--- src/rtl/tick_debouncer_pkg.sv ---
// Shared FSM encoding and counter widths for the tick-sampled button debouncer.
// Imported by tick_edge_sync and tick_debouncer.
package tick_debouncer_pkg;

  localparam int CNT_W  = 8;
  localparam int HOLD_W = 16;

  typedef enum logic [1:0] {
    IDLE         = 2'd0,
    PRESS_PEND   = 2'd1,
    PRESSED      = 2'd2,
    RELEASE_PEND = 2'd3
  } state_e;

endpackage

--- src/rtl/tick_edge_sync.sv ---
// Two-flop synchronizer; with EDGE=1 adds a history flop and a registered rising-edge strobe.
// Latency: q is the synced level 2 cycles late (EDGE=0), or the strobe in the 3rd cycle after t is first sampled high (EDGE=1).
module tick_edge_sync
  import tick_debouncer_pkg::*;
#(
  parameter bit EDGE = 1'b1
) (
  input  logic clk,
  input  logic rst_n,
  input  logic d,
  output logic q
);

  logic s1, s2;

  always_ff @(posedge clk or negedge rst_n) begin
    if (!rst_n) begin
      s1 <= 1'b0;
      s2 <= 1'b0;
    end else begin
      s1 <= d;
      s2 <= s1;
    end
  end

  generate
    if (EDGE) begin : g_edge
      logic hist, rise;

      always_ff @(posedge clk or negedge rst_n) begin
        if (!rst_n) begin
          hist <= 1'b0;
          rise <= 1'b0;
        end else begin
          hist <= s2;
          rise <= s2 & ~hist;
        end
      end

      assign q = rise;
    end else begin : g_level
      assign q = s2;
    end
  endgenerate

endmodule

--- src/rtl/tick_debouncer.sv ---
// Debounces btn_raw by sampling it on rising edges of the slow time base t; level and press/release pulses change 1 cycle after the qualifying tick.
// Optional long-press pulse on btn_long when TICK_DEBOUNCER_LONG_PRESS_EN is defined.
module tick_debouncer
  import tick_debouncer_pkg::*;
#(
  parameter int STABLE_TICKS = 4,
  parameter int HOLD_TICKS   = 64
) (
  input  logic clk,
  input  logic rst_n,
  input  logic t,
  input  logic btn_raw,
  output logic tick,
  output logic btn_level,
  output logic btn_press,
  output logic btn_release
`ifdef TICK_DEBOUNCER_LONG_PRESS_EN
  ,
  output logic btn_long
`endif
);

  localparam logic [CNT_W-1:0] STABLE = CNT_W'(STABLE_TICKS);

  logic btn_s;

  tick_edge_sync #(.EDGE(1'b1)) u_t_sync (
    .clk   (clk),
    .rst_n (rst_n),
    .d     (t),
    .q     (tick)
  );

  tick_edge_sync #(.EDGE(1'b0)) u_btn_sync (
    .clk   (clk),
    .rst_n (rst_n),
    .d     (btn_raw),
    .q     (btn_s)
  );

  state_e           state_q, state_d;
  logic [CNT_W-1:0] cnt_q, cnt_d, cnt_inc;
  logic             level_q, level_d;
  logic             press_q, press_d;
  logic             release_q, release_d;

  always_ff @(posedge clk or negedge rst_n) begin
    if (!rst_n) begin
      state_q   <= IDLE;
      cnt_q     <= '0;
      level_q   <= 1'b0;
      press_q   <= 1'b0;
      release_q <= 1'b0;
    end else begin
      state_q   <= state_d;
      cnt_q     <= cnt_d;
      level_q   <= level_d;
      press_q   <= press_d;
      release_q <= release_d;
    end
  end

  assign cnt_inc = cnt_q + {{(CNT_W-1){1'b0}}, 1'b1};

  // IDLE and PRESSED always hold cnt=0, so they share the pending-state arithmetic.
  always_comb begin
    state_d   = state_q;
    cnt_d     = cnt_q;
    level_d   = level_q;
    press_d   = 1'b0;
    release_d = 1'b0;
    if (tick) begin
      case (state_q)
        IDLE, PRESS_PEND: begin
          if (btn_s) begin
            state_d = PRESS_PEND;
            cnt_d   = cnt_inc;
            if (cnt_inc == STABLE) begin
              state_d = PRESSED;
              cnt_d   = '0;
              level_d = 1'b1;
              press_d = 1'b1;
            end
          end else begin
            state_d = IDLE;
            cnt_d   = '0;
          end
        end
        PRESSED, RELEASE_PEND: begin
          if (!btn_s) begin
            state_d = RELEASE_PEND;
            cnt_d   = cnt_inc;
            if (cnt_inc == STABLE) begin
              state_d   = IDLE;
              cnt_d     = '0;
              level_d   = 1'b0;
              release_d = 1'b1;
            end
          end else begin
            state_d = PRESSED;
            cnt_d   = '0;
          end
        end
        default: begin
          state_d = IDLE;
          cnt_d   = '0;
        end
      endcase
    end
  end

  assign btn_level   = level_q;
  assign btn_press   = press_q;
  assign btn_release = release_q;

`ifdef TICK_DEBOUNCER_LONG_PRESS_EN
  localparam logic [HOLD_W-1:0] HOLD = HOLD_W'(HOLD_TICKS);

  logic [HOLD_W-1:0] hold_q, hold_d;
  logic              long_q, long_d;

  always_ff @(posedge clk or negedge rst_n) begin
    if (!rst_n) begin
      hold_q <= '0;
      long_q <= 1'b0;
    end else begin
      hold_q <= hold_d;
      long_q <= long_d;
    end
  end

  // Count freezes in RELEASE_PEND and saturates at HOLD so the pulse fires once per press.
  always_comb begin
    hold_d = hold_q;
    long_d = 1'b0;
    if (tick && state_q == PRESSED && hold_q != HOLD) begin
      hold_d = hold_q + {{(HOLD_W-1){1'b0}}, 1'b1};
      long_d = (hold_d == HOLD);
    end
    if (state_d == IDLE) begin
      hold_d = '0;
    end
  end

  assign btn_long = long_q;
`endif

endmodule

--- config.mk ---
export PLATFORM = sky130hd
export DESIGN_NAME = tick_debouncer
export DESIGN_NICKNAME = d
export VERILOG_FILES = /design/src/rtl/tick_debouncer_pkg.sv /design/src/rtl/tick_edge_sync.sv /design/src/rtl/tick_debouncer.sv
export SDC_FILE = /design/constraint.sdc
export NUM_CORES = 1
export LEC_CHECK = 0
export ABC_AREA = 0
export CORE_ASPECT_RATIO = 0.8
export CORE_MARGIN = 2
export CORE_UTILIZATION = 48
export DETAILED_ROUTE_END_ITERATION = 10
export PLACE_DENSITY = 0.71
export SKIP_LAST_GASP = 1
export SLEW_MARGIN = 5
export SYNTH_ARGS = -nofsm -noshare
export SYNTH_HDL_FRONTEND = slang
export SYNTH_SLANG_ARGS = --single-unit
export TNS_END_PERCENT = 50
--- constraint.sdc ---
create_clock -name clk -period 1.8 [get_ports clk]
set_input_delay 0.18 -clock clk [delete_from_list [all_inputs] [get_ports clk]]
set_output_delay 0.18 -clock clk [all_outputs]
set_load 0.01 [all_outputs]
======== Word-level counts from Yosys, hierarchy flattened ========
Cells that the tools add are included.
operators by class
  $add $sub $neg .......................... 1
  equality and inequality tests ........... 8
  mux-type cells .......................... 21
  bitwise logic cells ..................... 2
  reduce and logical (&&, ||, !) cells .... 4
operators with widths
  cell                                                                   count
  8-bit two-way mux                                                      3
  8-bit case mux with 2 select lines                                     1
  1-bit two-way mux                                                      11
  8-bit by 1-bit adder with 8-bit output, second input constant          1
  8-bit by 3-bit equality test with 1-bit output, second input constant  1
  2-bit two-way mux                                                      4
  2-bit != test, second input constant                                   3
  5-bit AND reduction                                                    1
  2-bit equality test, second input constant                             2
  2-bit case mux with 2 select lines                                     1
  2-bit OR reduction                                                     2
  2-bit by 1-bit equality test with 1-bit output, second input constant  1
  2-bit logical NOT                                                      1
  2-bit by 1-bit != test with 1-bit output, second input constant        1
  1-bit case mux with 2 select lines                                     1
  1-bit bitwise AND                                                      1
  1-bit inverter                                                         1
storage, ports and cells
  register bits ........................... 19
  input bits .............................. 4
  output and inout port bits .............. 4
  word-level logic and storage cells ...... 47

======== Logic depth before layout (Yosys ltp) ========
Gate-level depths: netlist of run 1.
  depth in word-level cells ............... 6
  mapped depth ............................ 7

======== Modules after synthesis ========
From an unflattened synthesis of run 1, not the netlist that was laid out.
unflattened totals
  cell total of the unflattened synthesis .. 68
  area, all modules ....................... 818.3 sq um
modules (own cells, without submodules)
  module                        instances  cells each  area an instance (sq um)  seq. area each (sq um)
  tick_debouncer                1          61          654.4                     300.3
  tick_edge_sync at u_t_sync    1          5           113.9                     100.1
  tick_edge_sync at u_btn_sync  1          2           50.0                      50.0

======== Worst setup path after synthesis of run 1 ========
OpenSTA, ideal clock, no wires.
  path kind ............................... register -> register
  start point ............................. register cnt_q[0]
  end point ............................... register state_q[1]
  arrival ................................. 1.698 ns
  data required time ...................... 1.675 ns
  setup slack ............................. -0.023 ns
  cell stages (with the launch flop) ...... 7
  cell sequence ........................... dfrtp_1 ha_1 nand2_1 o21a_1 nor4_4 nand4_2 mux2_4
between the ends
  longest elaborated chain between the ends .. 5
  elaborated cells between the ends (all ways) .. 7
  those cells by class .................... add/sub (1); eq/ne (1); mux (5)
RTL lines
  item                                              line                                        text
  start, declared                                   tick_debouncer.sv:42                        logic [CNT_W-1:0] cnt_q, cnt_d, cnt_inc;
  start signal, assigned                            tick_debouncer.sv:56                        cnt_q <= cnt_d;
  8-bit by 1-bit adder with 8-bit output *          tick_debouncer.sv:63                        assign cnt_inc = cnt_q + {{(CNT_W-1){1'b0}}, 1'b1};
  8-bit by 3-bit equality test with 1-bit output *  tick_debouncer.sv:78, tick_debouncer.sv:93
  2-bit two-way mux, on equally long branches       tick_debouncer.sv:93, tick_debouncer.sv:78
  2-bit two-way mux, on equally long branches       tick_debouncer.sv:90, tick_debouncer.sv:75
  2-bit case mux with 2 select lines *              tick_debouncer.sv:73                        case (state_q)
  end signal, assigned                              tick_debouncer.sv:55                        state_q <= state_d;
  end, declared                                     tick_debouncer.sv:41                        state_e state_q, state_d;
Every way passes the cells marked *; elsewhere a longest branch is shown, timed or not.
A chain may end at the register's enable or synchronous reset.

======== Worst setup path in the final report of run 1 ========
Ends and elaborated chain as after synthesis.

==> results.ini, run 1 <==
[detailed_routing]
ant_nets = 0
wl_per_cell_um = 14.0
drc = 0
drtPass1Iterations = 4
drt_iter0_drc = 24
wirelength_mm = 1.67
viasPerCell = 5.44
route.vias.total = 647

[grt]
track_usage_pct = 17.7
grt_pass1_wl_mm = 2.66
overflow = 0
grt_pass1_vias = 594
antenna_found_initial = 0
grt_max_degree = 19

[final_layout]
layout_commonest_cell = dfrtp_1
final_core_util_pct = 67.3
nNetsFinal = 104
multiInputGateArea_um2 = 414
mostFrequentLayoutCells = dfrtp_1 (16), clkdlybuf4s50_1 (7), buf_4 (7)
seq_area_um2 = 453
syn2layout_area_growth_pct = 31.5
drive_above_1_share_pct = 29.9
nFillCells = 134
antennaDiodeCount = 0
stdcell_count = 119

[worst_setup_path]
cp.arrival_ns = 1.96
slowest_stage = dfrtp_1
crit_path_start_kind = flop
r2r_slack_ns = 0.04
max_stage_delay_ns = 0.45
critPathTopFamily = flip-flops
worstSetupPathType = reg -> reg
critPathMaxFanout = 5
endpoint_kind = flop
worstRegToRegCells = 7
critical_path.cell_chain = ha_4 > buf_6 > nand2b_4 > o21ai_2 > a22o_1 > nand4_2 > mux2_4
rr_startpoint = cnt_q[0]$_DFFE_PN0P_
r2r_end = state_q[1]$_DFFE_PN0P_
crit_buf_inv = 1
required_ns = 2.00

[placed_design]
place_congestion = 0.845
dp_hpwl_mm = 1.13
io_buffers = 7
dp.cells = 114

[min_path]
hold_path_class = in -> async

[sta]
layout_min_cycle_time_ns = 1.76
rsz0062_at_grt = yes
slew_headroom_pct = 79.8
fin_crit_sh_pct = 97.7
finalSetupViolCount = 0
hold_violations = 0
fmax_mhz = 569
tightest_slew_ns = 0.302
tns_ns = 0
clock_skew_ns = 0.00303
maxSlewViolCount = 0
timing.hold.ws_ns = 0.194

[cts]
clockRootBuffer = clkbuf_4
clock_latency_ns = 0.30
clk_pin_slew_worst_paths_ns = 0.10
cts_tree = yes
clkSinkCount = 18
cts_buffer_depth = 2
cts-htree-levels = 1
numCtsBuffers = 3
ctsHoldBuffers = 0

[status]
status = finished, final reports clean

[logic_synthesis]
async_reset_ff_share_pct = 100
netlist.top_cell.by_area = dfrtp_1
seq_area_frac_synth_pct = 53.6
synth_area_leaders = dfrtp_1 (54%), ha_1 (3.0%), nand2b_1 (3.0%), o21ai_0 (3.0%), nand2_1 (2.7%)
synth_cell_type_count = 31
ys.flop_type = dfrtp_1
synth_area_um2 = 841
synth-seq-cells = 18
synth-edff-count = 0
syn-num-nets = 83
yosysWarnings = 0
synthesis.instances = 77
yosys.area.top_type_share_pct = 53.6
syn_area_per_cell_um2 = 10.9

[floorplan]
core_area_um2 = 1640
start_util_pct = 51.2
rows = 13
die_h_um = 41.4
ios = 8
die_w_um = 50.8
dieArea_um2 = 2100

[power]
ir_worst_vdd_uv = 576
p_leak_nw = 0.463
p_per_area_nw_per_um2 = 732

[run]
timing.max_cap.violations = 0

==> layout make-up <==
cell class	instances	share of cell area, %
well taps	22	2.49
inverters	5	1.70
clock buffers	4	3.28
flip-flops and latches	18	41.0
repair buffers	17	14.1
multi-input cells	53	37.4
==> through the flow <==
| stage | instance area, µm² | power [mW] | setup slack (ns) |
|---|---|---|---|
| after detailed placement | 1010 | 0.538 | -0.0130 |
| after global routing | 1110 | 0.850 | -0.0649 |
| after CTS | 1070 | 0.802 | 0.00141 |
| final | 1110 | 0.809 | 0.0415 |
| after floorplan | 853 | 0.492 | 0.0292 |
| after global placement | 1010 | 0.536 | 0.0436 |
==> sequential cells by signal (all words and copies together), names as in the netlist <==
name	flops
state_q	1
u_btn_sync.s1	1
u_t_sync.s1	1
u_btn_sync.q	1
u_t_sync.q	1
u_t_sync.s2	1
cnt_q	8
btn_release	1
u_t_sync.g_edge.hist	1
btn_level	1
btn_press	1
==> worst max-delay path by stage <==
stage	start	endpoint	slack, ns	depth (start not counted)
floorplan	cnt_q[0]$_DFFE_PN0P_	state_q[1]$_DFFE_PN0P_	0.03	6
global placement	cnt_q[1]$_DFFE_PN0P_	btn_level$_DFFE_PN0P_	0.04	8
detailed placement	cnt_q[1]$_DFFE_PN0P_	btn_level$_DFFE_PN0P_	-0.01	8
CTS	cnt_q[1]$_DFFE_PN0P_	btn_level$_DFFE_PN0P_	0.001	8
global route	cnt_q[0]$_DFFE_PN0P_	btn_level$_DFFE_PN0P_	-0.06	8
finish	cnt_q[0]$_DFFE_PN0P_	state_q[1]$_DFFE_PN0P_	0.04	7
==> synth_stat cells, types with 2 or more instances <==
| cell type | n |
|---|---|
| o22ai_1 | 3 |
| nand3_1 | 2 |
| nand3_2 | 2 |
| nand2b_1 | 4 |
| nand2_1 | 6 |
| nor3_1 | 2 |
| and2_1 | 2 |
| inv_1 | 5 |
| o21ai_0 | 5 |
| o21a_1 | 2 |
| dfrtp_1 | 18 |
| nor2_1 | 6 |
| ha_1 | 2 |
==> kinds of logic (layout without fill, tap and decap cells) <==
| kind of cell | count (synthesis) | in the layout | synth area share [%] |
|---|---|---|---|
| mux | 2 | 2 | 2.98 |
| compound gates | 16 | 16 | 12.9 |
| flops | 18 | 18 | 53.6 |
| simple gates | 31 | 31 | 22.8 |
| fa+ha+maj | 2 | 2 | 2.98 |
| xor+xnor | 2 | 2 | 2.08 |
| buf+inv | 6 | 26 | 2.68 |
==> repair_timing <==
action / in CTS / in global routing
buffers inserted: 2 / 1
pin swaps: 0 / 5
gates resized for setup: 0 / 14
setup endpoints to repair: 2 / 3
gates cloned: 0 / 0
hold endpoints to repair: 0 / 0
==> where the power goes <==
group / switching, mW / internal (mW) / leakage, nW / total (mW)
combinational: 0.0540 / 0.0639 / 0.214 / 0.118
clock: 0.128 / 0.124 / 0.0210 / 0.251
sequential: 0.0182 / 0.422 / 0.228 / 0.440
total: 0.200 / 0.609 / 0.463 / 0.809
==> layer usage <==
| layer | vias to the layer above | wire [µm] | track usage (%) |
|---|---|---|---|
| li1 | 310 | - | - |
| met1 | 313 | 775 | 22.3 |
| met2 | 21 | 767 | 27.1 |
| met3 | 3 | 100 | 7.55 |
| met4 | 0 | 22 | 6.49 |
| met5 | - | 0 | 0 |
Power figures use the tool's default switching activity.
==> inputs of run 2 (changes only) <==
RECOVER_POWER = 100   (was unset)
==> run 2 against run 1 <==
Non-clock buffer count stayed put; register-to-register slack hardly changed; worst setup slack better by 0.0032 ns; core utilization is 0.46 points lower; first-iteration DRC count is 4.2% lower; largest cell class unchanged; final cell count stayed put; global-route usage stayed put; flip-flop and latch count stayed put; clock power hardly changed; final area is 0.68% lower.
==> results.ini, run 2 (synthesis gave the netlist of run 1 again) <==
[status]
status = finished, final reports clean

[floorplan]
core_area_um2 = 1640  ; unchanged
die_h_um = 41.4  ; unchanged
rows = 13  ; unchanged
start_util_pct = 51.2  ; unchanged
ios = 8  ; unchanged
dieArea_um2 = 2100  ; unchanged
die_w_um = 50.8  ; unchanged

[worst_setup_path]
r2r_end = state_q[1]$_DFFE_PN0P_
crit_path_start_kind = flop
max_stage_delay_ns = 0.44  ; about the same
critical_path.cell_chain = ha_4 > buf_6 > nand2b_4 > o21ai_2 > a22o_1 > nand4_2 > mux2_4
required_ns = 2.00  ; about the same
worstSetupPathType = reg -> reg
worstRegToRegCells = 7  ; unchanged
critPathMaxFanout = 5  ; unchanged
cp.arrival_ns = 1.95  ; about the same
rr_startpoint = cnt_q[0]$_DFFE_PN0P_
crit_buf_inv = 1  ; unchanged
r2r_slack_ns = 0.04  ; about the same
endpoint_kind = flop
slowest_stage = dfrtp_1
critPathTopFamily = flip-flops

[cts]
clkSinkCount = 18  ; unchanged
clockRootBuffer = clkbuf_4
numCtsBuffers = 3  ; unchanged
clk_pin_slew_worst_paths_ns = 0.10  ; about the same
cts-htree-levels = 1  ; unchanged
cts_tree = yes
cts_buffer_depth = 2  ; unchanged
clock_latency_ns = 0.30  ; about the same

[power]
ir_worst_vdd_uv = 575  ; about the same
total_power_mw = 0.806  ; -0.39%
p_per_area_nw_per_um2 = 734  ; +0.29%
p_leak_nw = 0.463  ; about the same

[final_layout]
largest_reg_flops = 8  ; unchanged
top_register = cnt_q
antennaDiodeCount = 0  ; unchanged
stdcell_count = 119  ; unchanged
mostFrequentLayoutCells = dfrtp_1 (16), dlygate4sd3_1 (7)
layout_commonest_cell = dfrtp_1
syn2layout_area_growth_pct = 30.7
drive_above_1_share_pct = 27.8  ; -2.1 points
nNetsFinal = 104  ; unchanged

[min_path]
hold_start = u_btn_sync.s1$_DFF_PN0_
hold_path_class = reg -> reg
min_path_cells = 0
hold_end = u_btn_sync.q$_DFF_PN0_

[detailed_routing]
viasPerCell = 5.38  ; -1.1%
wl_per_cell_um = 13.9  ; -0.36%
wirelength_mm = 1.66  ; -0.36%
drt_iter0_drc = 23  ; -4.2%
drc = 0  ; unchanged
route.vias.total = 640  ; -1.1%
ant_nets = 0  ; unchanged
drtPass1Iterations = 4  ; unchanged

[sta]
fin_crit_sh_pct = 97.5  ; -0.18 points
fmax_mhz = 570  ; +0.18%
rsz0062_at_grt = yes
hold_violations = 0  ; unchanged
finalSetupViolCount = 0  ; unchanged
tightest_slew_ns = 0.964  ; +0.662 ns
layout_min_cycle_time_ns = 1.76  ; -0.00323 ns
slew_headroom_pct = 35.7  ; -44 points
clock_skew_ns = 0.00424  ; +0.00121 ns
maxSlewViolCount = 0  ; unchanged
timing.hold.ws_ns = 0.365  ; +0.171 ns
tns_ns = 0  ; unchanged
setup_slack_ns = 0.0447  ; +0.00323 ns

[grt]
antenna_found_initial = 0  ; unchanged
track_usage_pct = 17.7  ; unchanged
overflow = 0  ; unchanged
grt_max_degree = 19  ; unchanged
grt_pass1_vias = 594  ; unchanged
grt_pass1_wl_mm = 2.66  ; unchanged

[placed_design]
dp_hpwl_mm = 1.13  ; unchanged
io_buffers = 7  ; unchanged
dp.cells = 114  ; unchanged
place_congestion = 0.845  ; unchanged
pre_cts_slack_ns = -0.0130  ; unchanged

[run]
timing.max_cap.violations = 0  ; unchanged

==> run 2: layout make-up <==
| class | count | area [µm²] |
|---|---|---|
| fill | 134 | 544 |
| sequential | 18 | 453 |
| multi-input combinational | 53 | 414 |
| timing repair buffer | 17 | 149 |
| clock buffer | 4 | 36.3 |
| tap | 22 | 27.5 |
| inverter | 5 | 18.8 |
==> run 2: worst max-delay path by stage <==
stage | cells past startpoint | slack, ns | to | from
finish | 7 | 0.04 | state_q[1]$_DFFE_PN0P_ | cnt_q[0]$_DFFE_PN0P_
global route | 8 | -0.06 | btn_level$_DFFE_PN0P_ | cnt_q[0]$_DFFE_PN0P_
CTS | 8 | 0.001 | btn_level$_DFFE_PN0P_ | cnt_q[1]$_DFFE_PN0P_
detailed placement | 8 | -0.01 | btn_level$_DFFE_PN0P_ | cnt_q[1]$_DFFE_PN0P_
global placement | 8 | 0.04 | btn_level$_DFFE_PN0P_ | cnt_q[1]$_DFFE_PN0P_
floorplan | 6 | 0.03 | state_q[1]$_DFFE_PN0P_ | cnt_q[0]$_DFFE_PN0P_
==> run 2: routing by layer <==
layer / track usage, % / wire length [µm] / vias to the layer above
met4: 6.49 / 22 / 0
met3: 7.55 / 102 / 3
met5: 0 / 0 / -
met2: 27.1 / 774 / 17
met1: 22.3 / 760 / 311
li1: - / - / 309
==> run 2: where the power goes <==
group          internal, mW  switching [mW]
Combinational        0.0603          0.0535
Sequential            0.422          0.0182
Clock                 0.124           0.129
Total                 0.606           0.200
==> run 2: per-stage QoR <==
step / instance area [µm²] / util [%]
5_1_grt: 1100 / 66.9
3_3_place_gp: 1010 / 61.8
2_1_floorplan: 853 / -
3_5_place_dp: 1010 / 61.8
6_report: 1100 / 66.9
4_1_cts: 1070 / 64.9
==> run 2: repair_timing <==
item,CTS,global route
gates resized for setup,0,14
hold buffers,0,0
endpoints found under the setup margin,2,3
pin swaps,0,5
setup buffers,2,1
endpoints found under the hold margin,0,0
